## src/rtl/interrupt_sequencer.sv

```systemverilog
// 8259A-style interrupt sequencer: INT/INTA handshake, ISR ownership, EOI and rotation.
// Define PIC_AUTO_EOI_EN to add the auto-EOI strap input and rotate-on-AEOI state.
module interrupt_sequencer #(
  parameter int unsigned ACK_TIMEOUT = 1024
) (
  input  logic       clk,
  input  logic       rst_n,
  input  logic [7:0] interrupt,
  input  logic       inta_n,
  input  logic       ocw2_valid,
  input  logic [2:0] ocw2_cmd,
  input  logic [2:0] ocw2_level,
  input  logic [4:0] vector_base,
`ifdef PIC_AUTO_EOI_EN
  input  logic       aeoi_mode,
`endif
  output logic       int_out,
  output logic [7:0] clear_irr,
  output logic [7:0] in_service_register,
  output logic [2:0] priority_rotate,
  output logic [7:0] highest_level_in_service,
  output logic [7:0] vector_out,
  output logic       vector_oe,
  output logic       spurious
);

  localparam int unsigned CW = (ACK_TIMEOUT > 2) ? $clog2(ACK_TIMEOUT) : 1;
  localparam logic [CW-1:0] CNT_LAST = CW'(ACK_TIMEOUT - 1);

  typedef enum logic [1:0] {
    S_IDLE,
    S_PEND,
    S_ACK1,
    S_ACK2
  } state_e;

  state_e        state_q, state_d;
  logic          inta_prev_q;
  logic          int_out_q, int_out_d;
  logic [7:0]    clear_irr_q, clear_irr_d;
  logic [7:0]    isr_q, isr_d;
  logic [2:0]    rot_q, rot_d;
  logic [2:0]    level_q, level_d;
  logic [7:0]    vector_out_q, vector_out_d;
  logic          vector_oe_q, vector_oe_d;
  logic          spurious_q, spurious_d;
  logic [CW-1:0] cnt_q, cnt_d;

  logic          ocw_v_q;
  logic [2:0]    ocw_cmd_q;
  logic [2:0]    ocw_lvl_q;

  logic          inta_fall, inta_rise;
  logic          req_any;
  logic [2:0]    req_lvl;
  logic [7:0]    hlis;
  logic [2:0]    hlis_lvl;
  logic          hlis_found;
  logic [2:0]    scan_idx;

  logic [7:0]    fsm_set, fsm_clr;
  logic          fsm_rot_wr;
  logic [7:0]    ocw_clr;
  logic          ocw_rot_wr;
  logic [2:0]    ocw_rot_val;

`ifdef PIC_AUTO_EOI_EN
  logic          aeoi_en_q;
  logic          rot_aeoi_q, rot_aeoi_d;
`endif

  function automatic logic [2:0] encode(input logic [7:0] v);
    logic [2:0] r;
    r = '0;
    for (int unsigned i = 0; i < 8; i++) begin
      if (v[i]) r = 3'(i);
    end
    return r;
  endfunction

  assign inta_fall = inta_prev_q & ~inta_n;
  assign inta_rise = ~inta_prev_q & inta_n;
  assign req_any   = |interrupt;
  assign req_lvl   = encode(interrupt);

  // Level rot_q is lowest priority, so the scan begins one past it and wraps.
  always_comb begin
    hlis       = '0;
    hlis_lvl   = '0;
    hlis_found = 1'b0;
    scan_idx   = '0;
    for (int unsigned k = 1; k <= 8; k++) begin
      scan_idx = rot_q + 3'(k);
      if (!hlis_found && isr_q[scan_idx]) begin
        hlis_found = 1'b1;
        hlis_lvl   = scan_idx;
      end
    end
    if (hlis_found) hlis[hlis_lvl] = 1'b1;
  end

  always_comb begin
    state_d      = state_q;
    int_out_d    = int_out_q;
    clear_irr_d  = '0;
    level_d      = level_q;
    spurious_d   = spurious_q;
    vector_out_d = vector_out_q;
    vector_oe_d  = vector_oe_q;
    cnt_d        = cnt_q;
    fsm_set      = '0;
    fsm_clr      = '0;
    fsm_rot_wr   = 1'b0;
    unique case (state_q)
      S_IDLE: begin
        vector_oe_d = 1'b0;
        if (req_any) begin
          state_d   = S_PEND;
          int_out_d = 1'b1;
        end
      end
      S_PEND: begin
        if (inta_fall) begin
          state_d   = S_ACK1;
          int_out_d = 1'b0;
          cnt_d     = '0;
          if (req_any) begin
            level_d          = req_lvl;
            fsm_set[req_lvl] = 1'b1;
            clear_irr_d      = interrupt;
            spurious_d       = 1'b0;
          end else begin
            level_d    = 3'd7;
            spurious_d = 1'b1;
          end
        end
      end
      S_ACK1: begin
        if (inta_fall) begin
          state_d      = S_ACK2;
          vector_out_d = {vector_base, level_q};
          vector_oe_d  = 1'b1;
        end else if (cnt_q == CNT_LAST) begin
          state_d = S_IDLE;
        end else begin
          cnt_d = cnt_q + 1'b1;
        end
      end
      S_ACK2: begin
        if (inta_rise) begin
          state_d     = S_IDLE;
          vector_oe_d = 1'b0;
`ifdef PIC_AUTO_EOI_EN
          if (aeoi_en_q && !spurious_q) begin
            fsm_clr[level_q] = 1'b1;
            fsm_rot_wr       = rot_aeoi_q;
          end
`endif
        end
      end
      default: state_d = S_IDLE;
    endcase
  end

  always_comb begin
    ocw_clr     = '0;
    ocw_rot_wr  = 1'b0;
    ocw_rot_val = '0;
`ifdef PIC_AUTO_EOI_EN
    rot_aeoi_d  = rot_aeoi_q;
`endif
    if (ocw_v_q) begin
      case (ocw_cmd_q)
        3'b001: ocw_clr = hlis;
        3'b011: ocw_clr[ocw_lvl_q] = 1'b1;
        3'b101: begin
          if (hlis_found) begin
            ocw_clr     = hlis;
            ocw_rot_wr  = 1'b1;
            ocw_rot_val = hlis_lvl;
          end
        end
        3'b111: begin
          ocw_clr[ocw_lvl_q] = 1'b1;
          ocw_rot_wr         = 1'b1;
          ocw_rot_val        = ocw_lvl_q;
        end
        3'b110: begin
          ocw_rot_wr  = 1'b1;
          ocw_rot_val = ocw_lvl_q;
        end
`ifdef PIC_AUTO_EOI_EN
        3'b100: rot_aeoi_d = 1'b1;
        3'b000: rot_aeoi_d = 1'b0;
`endif
        default: ;
      endcase
    end
  end

  // Set is OR'd after the clears so a same-cycle set of a cleared bit wins.
  always_comb begin
    isr_d = (isr_q & ~(ocw_clr | fsm_clr)) | fsm_set;
    rot_d = rot_q;
    if (fsm_rot_wr) rot_d = level_q;
    if (ocw_rot_wr) rot_d = ocw_rot_val;
  end

  always_ff @(posedge clk or negedge rst_n) begin
    if (!rst_n) begin
      state_q      <= S_IDLE;
      inta_prev_q  <= 1'b1;
      int_out_q    <= 1'b0;
      clear_irr_q  <= '0;
      isr_q        <= '0;
      rot_q        <= 3'd7;
      level_q      <= '0;
      vector_out_q <= '0;
      vector_oe_q  <= 1'b0;
      spurious_q   <= 1'b0;
      cnt_q        <= '0;
      ocw_v_q      <= 1'b0;
      ocw_cmd_q    <= '0;
      ocw_lvl_q    <= '0;
    end else begin
      state_q      <= state_d;
      inta_prev_q  <= inta_n;
      int_out_q    <= int_out_d;
      clear_irr_q  <= clear_irr_d;
      isr_q        <= isr_d;
      rot_q        <= rot_d;
      level_q      <= level_d;
      vector_out_q <= vector_out_d;
      vector_oe_q  <= vector_oe_d;
      spurious_q   <= spurious_d;
      cnt_q        <= cnt_d;
      ocw_v_q      <= ocw2_valid;
      if (ocw2_valid) begin
        ocw_cmd_q <= ocw2_cmd;
        ocw_lvl_q <= ocw2_level;
      end
    end
  end

`ifdef PIC_AUTO_EOI_EN
  always_ff @(posedge clk or negedge rst_n) begin
    if (!rst_n) begin
      aeoi_en_q  <= 1'b0;
      rot_aeoi_q <= 1'b0;
    end else begin
      aeoi_en_q  <= aeoi_mode;
      rot_aeoi_q <= rot_aeoi_d;
    end
  end
`endif

  assign int_out                  = int_out_q;
  assign clear_irr                = clear_irr_q;
  assign in_service_register      = isr_q;
  assign priority_rotate          = rot_q;
  assign highest_level_in_service = hlis;
  assign vector_out               = vector_out_q;
  assign vector_oe                = vector_oe_q;
  assign spurious                 = spurious_q;

endmodule

```

## config.mk

```make
export PLATFORM = sky130hd
export DESIGN_NAME = interrupt_sequencer
export DESIGN_NICKNAME = d
export VERILOG_FILES = /design/src/rtl/interrupt_sequencer.sv
export SDC_FILE = /design/constraint.sdc
export NUM_CORES = 1
export LEC_CHECK = 0
export CORE_MARGIN = 4
export CORE_UTILIZATION = 55
export DETAILED_ROUTE_END_ITERATION = 16
export PLACE_DENSITY = 0.79
export SYNTH_ARGS = -nofsm -noshare
export SYNTH_HDL_FRONTEND = slang
export SYNTH_SLANG_ARGS = --single-unit
```

## constraint.sdc

```tcl
create_clock -name clk -period 11.09 [get_ports clk]
set_input_delay 1.6635 -clock clk [delete_from_list [all_inputs] [get_ports clk]]
set_output_delay 1.6635 -clock clk [all_outputs]
set_load 0.01 [all_outputs]
```

==> impl_metrics.ini <==
[run_status]
status = completed

[sta]
slew-limit-headroom = 0.500
fmax_mhz = 162
fin_tns_setup_ns = 0
hold_viol_final = 0
skew_ns = 0.00365
worst_slack_ns = 4.92
tightestPinTransition_ns = 0.748
setup_viol = 0
drv_slew = 0
period_minus_slack_ns = 6.17
period_share = 0.556
rsz0062_at_grt = false
finalHoldWorstSlack_ns = 0.493

[floorplan]
core-area_um2 = 6310
die_x_um = 88.5
io_pins = 61
die_area_um2 = 7830
start_util = 0.565
die_h_um = 88.5
num_rows = 29

[detailed_routing]
vias = 3017
drt_iter0_drc = 253
avgViaCountPerCell = 6.25
drc_errors = 0
wire_per_inst_um = 18.8
ant_nets = 0
first_pass_iters = 4
route.final.wire_length_um = 9080

[final_layout]
drive_gt1_frac = 0.145
nets = 431
final_cell_mix = clkdlybuf4s50_1, dfrtp_1, nor2_1, nand2_1, mux2_2
num_antenna_cells = 0
mostFrequentLayoutCell = clkdlybuf4s50_1
fillCellCount = 527
areaGrowthSynthToFinish_pct = 18.1
fin_area_um2 = 4210

[yosys]
ys_ff_latch = 53
synth_top_cell_by_area = dfrtp_1
synth-edff-count = 0
avgSynthCellArea_um2 = 10.0
yosysTopAreaCellShare = 0.344
synth.cell_area_um2 = 3560
synthFlopType = dfrtp_1
ys_seq_area_frac = 0.373
synth.net_count = 382
ys_top_cells_by_area = dfrtp_1, mux2_2, mux4_2
netlist_instances = 356
yosys.cell_types.count = 69
yosysWarnings = 0
async_flop_share = 1.00

[worst_setup_path]
cpPeakStageDelay_ns = 0.75
path_class = register to output port
critical_path_arrival_ns = 4.51
critPathBufInv = 2
setup.worst_path.end_class = output port
startpoint_type = register
critPathTopFamily = simple AND/OR/NAND/NOR gates
cp_cell_sequence = clkinv_1 -> ha_1 -> mux4_2 -> nor2_1 -> nand4_2 -> a311o_2 -> a211oi_2 -> or2_1 -> and3_2 -> clkdlybuf4s50_1
crit_fanout = 17
cp_slowest_cell = dfstp_2
required_ns = 9.43

[placed_design]
dpl_cell_area_um2 = 4130
portBuffers = 60
gp_congestion = 0.959
dp_slack_ns = 5.32
dp_hpwl_um = 6700

[clocking]
clockBufferDepth = 2
cts_tree = yes
numCtsBuffers = 5
cts_sinks = 53
cts_hold_buf = 0
h-tree-depth = 2
path_clk_slew_ns = 0.09
cts_resized = 0
insertion_delay_ns = 0.31
cts_setup_buffers = 0
cts-root-buf = clkbuf_8

[global_route]
grt_max_degree = 54
grt_pass1_vias = 2951
grt_usage = 0.249
overflow = 0
grt_pass1_wl_um = 15200
antenna_found_initial = 0

[power_and_ir_drop]
ir_worst_vdd_v = 0.000186
power_density_nw_per_um2 = 286
p_sw_w = 0.000538
power_frac_seq = 0.277
pwr-share-clk = 0.091
p_int_w = 0.000667
switching_share = 0.447
p_leak_nw = 1.67
power.total_w = 0.00120
pwr-share-comb = 0.632

[hold_path]
min_path_type = register to register

[job]
drv_cap = 0
-- final timing paths --
kind | from | to | slack (ns) | cells past startpoint
max | priority_rotate[1]$_DFFE_PN1P_ | highest_level_in_service[5] | 4.92 | 10
min | spurious$_DFFE_PN0P_ | spurious$_DFFE_PN0P_ | 0.49 | 2
max reg2reg | priority_rotate[1]$_DFFE_PN1P_ | in_service_register[0]$_DFF_PN0_ | 7.14 | 9
min reg2reg | spurious$_DFFE_PN0P_ | spurious$_DFFE_PN0P_ | 0.49 | 2
max in group asynchronous | rst_n | clear_irr[4]$_DFF_PN0_ | 9.18 | 2
min in group asynchronous | rst_n | vector_out[4]$_DFFE_PN0P_ | 1.47 | 2
-- synthesized netlist by cell type (3+ instances only) --
library cell	number
clkbuf_1	7
o211ai_1	5
and3_1	5
dfrtp_1	49
mux2i_1	10
mux4_2	7
dfstp_2	4
nor2b_1	3
a22oi_1	3
mux2_2	23
o21ai_0	20
or3_1	5
o21ai_1	4
nand4_1	4
xor2_1	7
nand2b_1	4
inv_1	11
a31oi_1	7
nor3_1	12
nor4_1	3
nand3_1	13
buf_6	4
nand2_1	25
nor2_1	27
ha_1	3
buf_2	3
a221oi_1	3
and2_1	6
a21oi_1	20
o31a_1	6
mux4_1	3
-- cells by family after synthesis --
group                      count (synthesis)  share of synthesized area
AOI/OAI and AO/OA                         90                      0.172
xor gates and xnor gates                   8                     0.0197
adders and majority gates                  3                     0.0105
buffers and inverters                     32                     0.0551
DFF                                       53                      0.373
muxes                                     49                      0.195
and+or+nand+nor                          121                      0.174
-- sequential cells by signal, summed over array words and instances (netlist names) --
register / cells
cnt_q: 10
clear_irr: 8
in_service_register: 8
vector_out: 8
level_q: 3
ocw_cmd_q: 3
ocw_lvl_q: 3
priority_rotate: 3
state_q: 2
int_out: 1
inta_prev_q: 1
ocw_v_q: 1
spurious: 1
vector_oe: 1
-- layout make-up --
cell class | instances | area, µm² | area share
Sequential cell | 53 | 1330 | 0.316
Multi-Input combinational cell | 271 | 2040 | 0.485
Clock buffer | 6 | 72.6 | 0.0172
Tap cell | 77 | 96.3 | 0.0229
Clock inverter | 2 | 13.8 | 0.00327
Inverter | 12 | 45.0 | 0.0107
Timing Repair Buffer | 62 | 611 | 0.145
-- tightest hold or removal path, cell delays in order (launching register included) --
cell     delay [ns]
dfrtp_1        0.35
nand2_1        0.05
o21ai_0        0.06
-- through the flow --
stage	cells	utilization
final	483	0.667
after global routing	483	0.667
after detailed placement	475	0.653
after floorplan	356	-
after global placement	475	0.653
after CTS	483	0.667
-- routing by layer --
layer | track usage | wire length (µm)
met1 | 0.366 | 4050
met2 | 0.379 | 4300
met3 | 0.0438 | 591
met4 | 0.0714 | 143
met5 | 0 | 0
-- power groups by stage --
stage	registers [W]	clock network, W	logic, W
after detailed placement	0.000337	0	0.000753
after CTS	0.000333	0.000114	0.000756
final	0.000334	0.000109	0.000761
after global routing	0.000345	0.000122	0.000833
after floorplan	0.000295	0	0.000567
after global placement	0.000332	0	0.000753
Note: power is estimated with default switching activity, not from simulation.
